## config.mk

```make
export PLATFORM = sky130hd
export DESIGN_NAME = alu_issue
export DESIGN_NICKNAME = d
export VERILOG_FILES = /design/src/rtl/alu_defs.sv /design/src/rtl/alu_regfile.sv /design/src/rtl/alu_issue.sv
export SDC_FILE = /design/constraint.sdc
export NUM_CORES = 1
export LEC_CHECK = 0
export CELL_PAD_IN_SITES_DETAIL_PLACEMENT = 1
export CELL_PAD_IN_SITES_GLOBAL_PLACEMENT = 1
export CORE_MARGIN = 3
export CORE_UTILIZATION = 25
export CTS_BUF_LIST = sky130_fd_sc_hd__clkbuf_8 sky130_fd_sc_hd__clkbuf_16
export DETAILED_ROUTE_END_ITERATION = 16
export PLACE_DENSITY = 0.47
export SLEW_MARGIN = 20
export SYNTH_ARGS = -nofsm -noshare
export SYNTH_HDL_FRONTEND = slang
export SYNTH_SLANG_ARGS = --single-unit
```

## constraint.sdc

```tcl
create_clock -name clk -period 3.35 [get_ports clk]
set_input_delay 0.335 -clock clk [delete_from_list [all_inputs] [get_ports clk]]
set_output_delay 0.335 -clock clk [all_outputs]
set_load 0.02 [all_outputs]
```

## src/rtl/alu_defs.sv

```systemverilog
// Shared opcode constants, instruction field layout and FSM state encoding for the ALU issue
// front end.
package alu_defs;

  localparam logic [2:0] OP_PASS2 = 3'd0;
  localparam logic [2:0] OP_PASS1 = 3'd1;
  localparam logic [2:0] OP_ADD   = 3'd2;
  localparam logic [2:0] OP_MUL   = 3'd3;
  localparam logic [2:0] OP_EQ    = 3'd4;
  localparam logic [2:0] OP_LT    = 3'd5;
  localparam logic [2:0] OP_NEG   = 3'd6;
  localparam logic [2:0] OP_ILL   = 3'd7;

  localparam int unsigned OP_LSB      = 29;
  localparam int unsigned RD_LSB      = 26;
  localparam int unsigned RS1_LSB     = 23;
  localparam int unsigned RS2_LSB     = 20;
  localparam int unsigned IMM_SEL_BIT = 19;
  localparam int unsigned RSVD_LSB    = 16;
  localparam int unsigned IMM_LSB     = 0;

  typedef enum logic [1:0] {
    StIdle,
    StRead,
    StExec,
    StWb
  } state_e;

endpackage

```

## src/rtl/alu_regfile.sv

```systemverilog
// NREGS x DW register file: one synchronous write port, two operand read ports and a debug
// read port, all combinational; r0 always reads zero.
module alu_regfile #(
  parameter int unsigned DW    = 32,
  parameter int unsigned NREGS = 8,
  parameter int unsigned AW    = 3
) (
  input  logic          clk,
  input  logic          rst,
  input  logic          we,
  input  logic [AW-1:0] waddr,
  input  logic [DW-1:0] wdata,
  input  logic [AW-1:0] raddr1,
  output logic [DW-1:0] rdata1,
  input  logic [AW-1:0] raddr2,
  output logic [DW-1:0] rdata2,
  input  logic [AW-1:0] dbg_addr,
  output logic [DW-1:0] dbg_data
);

  logic [DW-1:0] mem [NREGS];

  always_ff @(posedge clk) begin
    if (rst) begin
      for (int i = 0; i < NREGS; i++) begin
        mem[i] <= '0;
      end
    end else if (we && (waddr != '0)) begin
      mem[waddr] <= wdata;
    end
  end

  assign rdata1   = (raddr1 == '0) ? '0 : mem[raddr1];
  assign rdata2   = (raddr2 == '0) ? '0 : mem[raddr2];
  assign dbg_data = (dbg_addr == '0) ? '0 : mem[dbg_addr];

endmodule

```

## src/rtl/alu_issue.sv

```systemverilog
// Issue/sequencing front end for the external combinational ALU: accept, read operands,
// capture the ALU result, write it back. One instruction every four cycles.
module alu_issue
  import alu_defs::*;
#(
  parameter int unsigned DW    = 32,
  parameter int unsigned NREGS = 8,
  parameter int unsigned AW    = 3,
  parameter int unsigned IMMW  = 16
) (
  input  logic          clk,
  input  logic          rst,
  input  logic          instr_valid,
  output logic          instr_ready,
  input  logic [31:0]   instr,
  output logic [2:0]    alu_op,
  output logic [DW-1:0] alu_in1,
  output logic [DW-1:0] alu_in2,
  input  logic [DW-1:0] alu_out,
  output logic          wb_valid,
  output logic [AW-1:0] wb_addr,
  output logic [DW-1:0] wb_data,
  output logic          illegal,
  input  logic [AW-1:0] dbg_addr,
  output logic [DW-1:0] dbg_data
);

  state_e state_q, state_d;

  logic [2:0]      op_q;
  logic [AW-1:0]   rd_q, rs1_q, rs2_q;
  logic            imm_sel_q;
  logic [IMMW-1:0] imm_q;
  logic [2:0]      alu_op_q;
  logic [DW-1:0]   alu_in1_q, alu_in2_q, result_q;
  logic            illegal_q;

  logic [DW-1:0] rdata1, rdata2;
  logic          accept, accept_ill;
  logic [2:0]    instr_op;

  // Reserved instruction bits carry no meaning.
  logic unused_rsvd;
  assign unused_rsvd = ^instr[RSVD_LSB +: 3];

  assign instr_op    = instr[OP_LSB +: 3];
  assign instr_ready = (state_q == StIdle);
  assign accept      = instr_ready && instr_valid;
  assign accept_ill  = accept && (instr_op == OP_ILL);

  always_comb begin
    state_d = state_q;
    unique case (state_q)
      StIdle:  if (accept && !accept_ill) state_d = StRead;
      StRead:  state_d = StExec;
      StExec:  state_d = StWb;
      StWb:    state_d = StIdle;
      default: state_d = StIdle;
    endcase
  end

  always_ff @(posedge clk) begin
    if (rst) begin
      state_q   <= StIdle;
      op_q      <= '0;
      rd_q      <= '0;
      rs1_q     <= '0;
      rs2_q     <= '0;
      imm_sel_q <= 1'b0;
      imm_q     <= '0;
      alu_op_q  <= '0;
      alu_in1_q <= '0;
      alu_in2_q <= '0;
      result_q  <= '0;
      illegal_q <= 1'b0;
    end else begin
      state_q   <= state_d;
      illegal_q <= accept_ill;
      if (accept && !accept_ill) begin
        op_q      <= instr_op;
        rd_q      <= instr[RD_LSB +: AW];
        rs1_q     <= instr[RS1_LSB +: AW];
        rs2_q     <= instr[RS2_LSB +: AW];
        imm_sel_q <= instr[IMM_SEL_BIT];
        imm_q     <= instr[IMM_LSB +: IMMW];
      end
      // ALU operands are only updated here and hold through EXEC, WB and IDLE.
      if (state_q == StRead) begin
        alu_op_q  <= op_q;
        alu_in1_q <= rdata1;
        alu_in2_q <= imm_sel_q ? {{(DW-IMMW){imm_q[IMMW-1]}}, imm_q} : rdata2;
      end
      if (state_q == StExec) begin
        result_q <= alu_out;
      end
    end
  end

  alu_regfile #(
    .DW    (DW),
    .NREGS (NREGS),
    .AW    (AW)
  ) u_regfile (
    .clk      (clk),
    .rst      (rst),
    .we       (state_q == StWb),
    .waddr    (rd_q),
    .wdata    (result_q),
    .raddr1   (rs1_q),
    .rdata1   (rdata1),
    .raddr2   (rs2_q),
    .rdata2   (rdata2),
    .dbg_addr (dbg_addr),
    .dbg_data (dbg_data)
  );

  assign alu_op   = alu_op_q;
  assign alu_in1  = alu_in1_q;
  assign alu_in2  = alu_in2_q;
  assign wb_valid = (state_q == StWb);
  assign wb_addr  = rd_q;
  assign wb_data  = result_q;
  assign illegal  = illegal_q;

endmodule

```

# After elaboration in Yosys (flattened, before gate mapping)
# Memories as Yosys holds them, arrays and structs flattened. A register that Yosys moved wholly into a read port is not among the register bits.
# Cells that the tools add are included.
totals:
  register_bits: 131
  latchBits: 0
  mem_bits_rw: 256
  rom_bits: 0
  input_bits: 70
  elab_cells: 47
  mem_count: 1
op_classes:
  n_addsub: 0
  n_mul: 0
  n_div: 0
  n_lt_le_gt_ge: 0
  eq_ne: 5
  n_shift: 0
  muxes: 18
  bitwise: 0
  n_reduce_logical: 11
memory_table:
  columns: ["memory", "words", "width", "read_ports", "rd_clocked_by_memory_dff", "wr", "line_no", "rtl"]
  rows:
  - ["u_regfile.mem", 8, 32, 3, 2, 8, "alu_regfile.sv:21", "logic [DW-1:0] mem [NREGS];"]
ops:
  columns: ["cell", "n"]
  rows:
  - ["32-bit two-way mux", 5]
  - ["32-bit OR reduction", 1]
  - ["3-bit two-way mux", 5]
  - ["3-bit zero test", 3]
  - ["2-bit case mux with 4 select lines", 1]
  - ["1-bit two-way mux", 6]
  - ["2-bit == test (second input constant)", 2]
  - ["1-bit logical AND", 4]
  - ["3-bit == test (second input constant)", 1]
  - ["3-bit nonzero test", 1]
  - ["2-bit by 1-bit == test with 1-bit output (second input constant)", 1]
  - ["2-bit zero test", 1]
  - ["2-bit two-way mux", 1]
  - ["2-bit by 1-bit inequality test with 1-bit output (second input constant)", 1]
  - ["1-bit zero test", 1]

# Logic depth before layout (Yosys ltp)
logic_depth:
  depth_word: 7
  ltp_mapped: 8
  depth_no_buf: 6

# Modules after synthesis
# From an unflattened synthesis, not the netlist that was laid out.
hier_totals:
  cells_unflattened: 1583
  area_unflattened_um2: 18854.3
modules_own_cells:
  columns: ["mod", "instances", "cells_per_inst", "area_each_um2"]
  rows:
  - ["alu_regfile", 1, 1081, 13817.0]
  - ["alu_issue", 1, 502, 5037.3]

# Worst setup path after synthesis
# Ideal clock, no wire load.
synth_timing:
  path_type: "register to register"
  from: "register state_q[0]"
  to: "memory u_regfile.mem[7][0], enable pin"
  arrival_time_ns: 3.217
  required_time_ns: 2.884
  slack_ns: -0.332
  path_stages_with_launch: 4
  path_buffers: 0
  path_cell_list: "dfxtp_1 > ha_1 > nand3_1 > o21ai_0"
synth_lines:
  columns: ["element", "line_no", "rtl"]
  rows:
  - ["start: declaration", "alu_issue.sv:28", "state_e state_q, state_d;"]
  - ["start signal: assignment", "alu_issue.sv:64", "state_q <= StIdle;"]
  - ["start signal: assignment", "alu_issue.sv:77", "state_q <= state_d;"]
  - ["end: declaration", "alu_regfile.sv:21", null]

# Worst setup path in the final report
layout_timing:
  from: "input dbg_addr[1]"
  to: "output dbg_data[29]"
layout_via:
  elab_chain_cells: 2
  word_cells_on_any_way: 3
  cone_classes: "mux (1); reduce/logical (1); memory (1)"
layout_lines:
  columns: ["element", "line_no", "rtl"]
  rows:
  - ["start: declaration", "alu_issue.sv:24", "input logic [AW-1:0] dbg_addr,"]
  - ["memory read 8 x 32 bit or 3-bit zero test (tied branches)", null, null]
  - ["32-bit two-way mux (*)", "alu_regfile.sv:35", "assign dbg_data = (dbg_addr == '0) ? '0 : mem[dbg_addr];"]
  - ["end: declaration", "alu_issue.sv:25", "output logic [DW-1:0] dbg_data"]
# Mark *: on every way between the ends. The rest lies on a longest branch, timed or not.

==> flow_metrics.py <==
metrics = {
    "status": {
        "outcome": "finished clean",
    },
    "cts": {
        "root_buffer": "clkbuf_16",
        "htree_levels": 2,
        "clk_latency_ns": 0.60,
        "cts_tree": "built",
        "clk_path_buf_depth": 3,
        "cts_hold_buf": 0,
        "post_cts_buffers": 0,
        "path_clk_slew_ns": 0.06,
        "clock-sinks": 393,
        "cts_buffers": 50,
        "ctsResizeCount": 0,
    },
    "timing": {
        "slew_headroom": 0.3398,
        "period_needed_ns": 2.764,
        "hold_viol": 0,
        "fin_worst_skew_ns": 0.01196,
        "grt_setup_unrepaired": "no",
        "worst_pin_slew_ns": 0.9903,
        "max_freq_ghz": 0.3618,
        "maxSlewViolCount": 0,
        "setup_viol": 0,
        "fin_hold_ws_ns": 0.1049,
        "fin_crit_sh": 0.8252,
    },
    "global_routing": {
        "antenna_found_initial": 0,
        "grt_pass1_vias": 14870,
        "grt_max_degree": 100,
        "grt_pass1_wl_mm": 108.8,
        "grt.overflow.total": 0,
        "gr-usage-all-layers": 0.1822,
    },
    "worst_setup_path": {
        "slowest_delay_ns": 0.63,
        "worstSetupEndpoint": "dbg_data[29]",
        "reg2reg_setup_slack_ns": 0.65,
        "worst_setup_path_end_kind": "output pin",
        "cp_max_fo": 20,
        "r2r-start": "state_q[1]",
        "reg2reg_to": "u_regfile.mem[1][8]",
        "r2r_cells": 5,
        "worstPathRequired_ns": 3.01,
        "path_delay_family": "buffers and inverters",
        "cp.arrival_ns": 2.43,
        "crit_start": "dbg_addr[1]",
        "critPathSlowestCell": "clkdlybuf4s50_1",
        "crit_chain": "buf_4, buf_4, mux2_2, a221oi_1, a21oi_1, clkdlybuf4s50_1",
        "path_buf_inv": 3,
        "crit_path_start_kind": "input pin",
        "crit_path_frequent_cell": "buf_4",
        "path_depth": 6,
        "crit_type": "in2out",
    },
    "synthesis": {
        "avgSynthCellArea_sq_um": 12.52,
        "ys.flop_type": "edfxtp_1",
        "synth_area_sq_um": 19630,
        "synth.ff_latch_count": 393,
        "async_flop_share": 0,
        "synthCells": 1568,
        "yosysWarnings": 0,
        "synth_edf_count": 256,
        "yosysSeqAreaShare": 0.5315,
        "netlist-cell-type-count": 43,
    },
    "power": {
        "p_leak_nw": 8.653,
        "power.density_nw_per_um2": 608.9,
        "ir_worst_vdd_mv": 0.3266,
    },
    "floorplanning": {
        "dieHeight_um": 286.2,
        "pin_count": 207,
        "core_sq_um": 77590,
        "num_rows": 102,
        "die_w_um": 286.2,
        "die_area_sq_um": 81900,
        "initial_core_util": 0.2529,
    },
    "placement": {
        "hpwl_mm": 48.61,
        "numPortBuffers": 203,
        "gp_congestion": 0.7605,
    },
    "cells_and_area": {
        "final_cell_mix": "edfxtp_1 (256), and2_1 (225), clkdlybuf4s50_1 (197)",
        "layout_commonest_cell": "edfxtp_1",
        "drive_gt1_frac": 0.2011,
        "area_growth_pct": 26.71,
        "finalCoreUtilization": 0.3205,
        "fin_nets": 1859,
    },
    "route": {
        "totalWireLength_mm": 75.81,
        "dr.pass1.iters": 5,
        "wl_per_cell_um": 26.44,
        "drc": 0,
        "vias": 13950,
        "drtIter0Drc": 930,
        "ant_nets": 0,
        "viasPerCell": 4.864,
    },
    "min_path": {
        "hold_path_class": "in2reg",
    },
    "flow_run": {
        "cap_violations": 0,
    },
}
-- worst min-delay path by stage --
stage          cells past startpoint  slack (ns)     endpoint        start
2_1_floorplan                      2        0.44     imm_q[0]     imm_q[0]
3_3_place_gp                       2        0.44  alu_in1[13]  alu_in1[13]
3_5_place_dp                       2        0.45  alu_in1[13]  alu_in1[13]
4_1_cts                            3        0.08      op_q[0]          rst
5_1_grt                            3        0.11      op_q[0]          rst
6_report                           3        0.10      op_q[0]          rst
-- through the flow --
stage | cells | setup TNS (ns) | instance area [sq um] | worst slack [ns] | power [mW]
detailed placement | 2772 | 0 | 23250 | 0.6029 | 9.996
floorplan | 1599 | -42.04 | 19740 | -0.3323 | 8.190
global route | 2865 | 0 | 24860 | 0.4912 | 15.83
global placement | 2772 | 0 | 23250 | 0.6165 | 9.953
CTS | 2865 | 0 | 24860 | 0.6071 | 15.41
finish | 2867 | 0 | 24870 | 0.5857 | 15.14
-- sequential cells by signal (all words and copies together) (netlist names), named ones only --
name           flops
u_regfile.mem    256
alu_in1           32
alu_in2           32
wb_data           32
imm_q             16
alu_op             3
op_q               3
rs1_q              3
rs2_q              3
wb_addr            3
state_q            2
illegal            1
imm_sel_q          1
-- where the power goes --
group	switching (mW)	leakage [nW]	total, mW	internal [mW]
sequential	0.544	3.74	6.14	5.59
clock	2.20	0.833	5.32	3.12
combinational	2.10	4.08	3.69	1.59
-- kinds of logic (layout without fill, tap and decap cells) --
kind of cell,count (synthesis),after routing,share of synthesized area
AO/OA/AOI/OAI,236,236,0.08205
adder cells (fa/ha/maj),5,5,0.003188
buffers and inverters,163,389,0.03857
AND/OR/NAND/NOR,478,478,0.1296
flip-flops,393,393,0.5315
other,1,34,0.0001911
multiplexers,292,292,0.2149
-- cell usage after synthesis (2+ instances only) --
master,count,area share
buf_4,8,0.0031
and2_1,225,0.072
buf_2,42,0.011
clkbuf_1,68,0.013
ha_1,5,0.0032
nor2_1,60,0.011
nand2_1,121,0.023
buf_1,4,0.00076
mux2_2,95,0.055
a21oi_1,77,0.020
dfxtp_1,137,0.14
mux2i_1,103,0.053
inv_1,34,0.0065
buf_6,4,0.0023
o221a_2,3,0.0017
buf_12,2,0.0020
o31ai_1,31,0.012
o21ai_0,8,0.0020
edfxtp_1,256,0.39
a221oi_1,31,0.014
nor2b_1,37,0.012
nand2b_1,3,0.00096
mux4_2,94,0.11
nand3_1,3,0.00076
o22ai_1,32,0.010
a222oi_1,15,0.0077
a22oi_1,35,0.013
nor3_1,19,0.0048
or2_2,2,0.00064
-- worst register-to-register path: stages, from the launching register on --
cell and delay, ns:
dfxtp_1 0.43, ha_1 0.32, nand3b_1 0.54, nor2_4 0.83, buf_12 0.27, and2_1 0.17
-- area by class of cell --
| type | count | area, sq um |
|---|---|---|
| repair buffers | 261 | 2650 |
| multi-input cells | 1043 | 8727 |
| flip-flops and latches | 393 | 10440 |
| fillers | 8394 | 52730 |
| well taps | 1040 | 1301 |
| diodes | 2 | 5.005 |
| clock buffers | 56 | 1356 |
| inverters | 35 | 131.4 |
| clock inverters | 37 | 254.0 |
-- metal layers --
metal	global-route usage	vias to the layer above	wire length, um
li1	-	6258	-
met1	0.2502	7275	34880
met2	0.3040	329	36160
met3	0.02859	83	3391
met4	0.03838	0	1378
met5	0	-	0
Power figures use the tool's default switching activity.
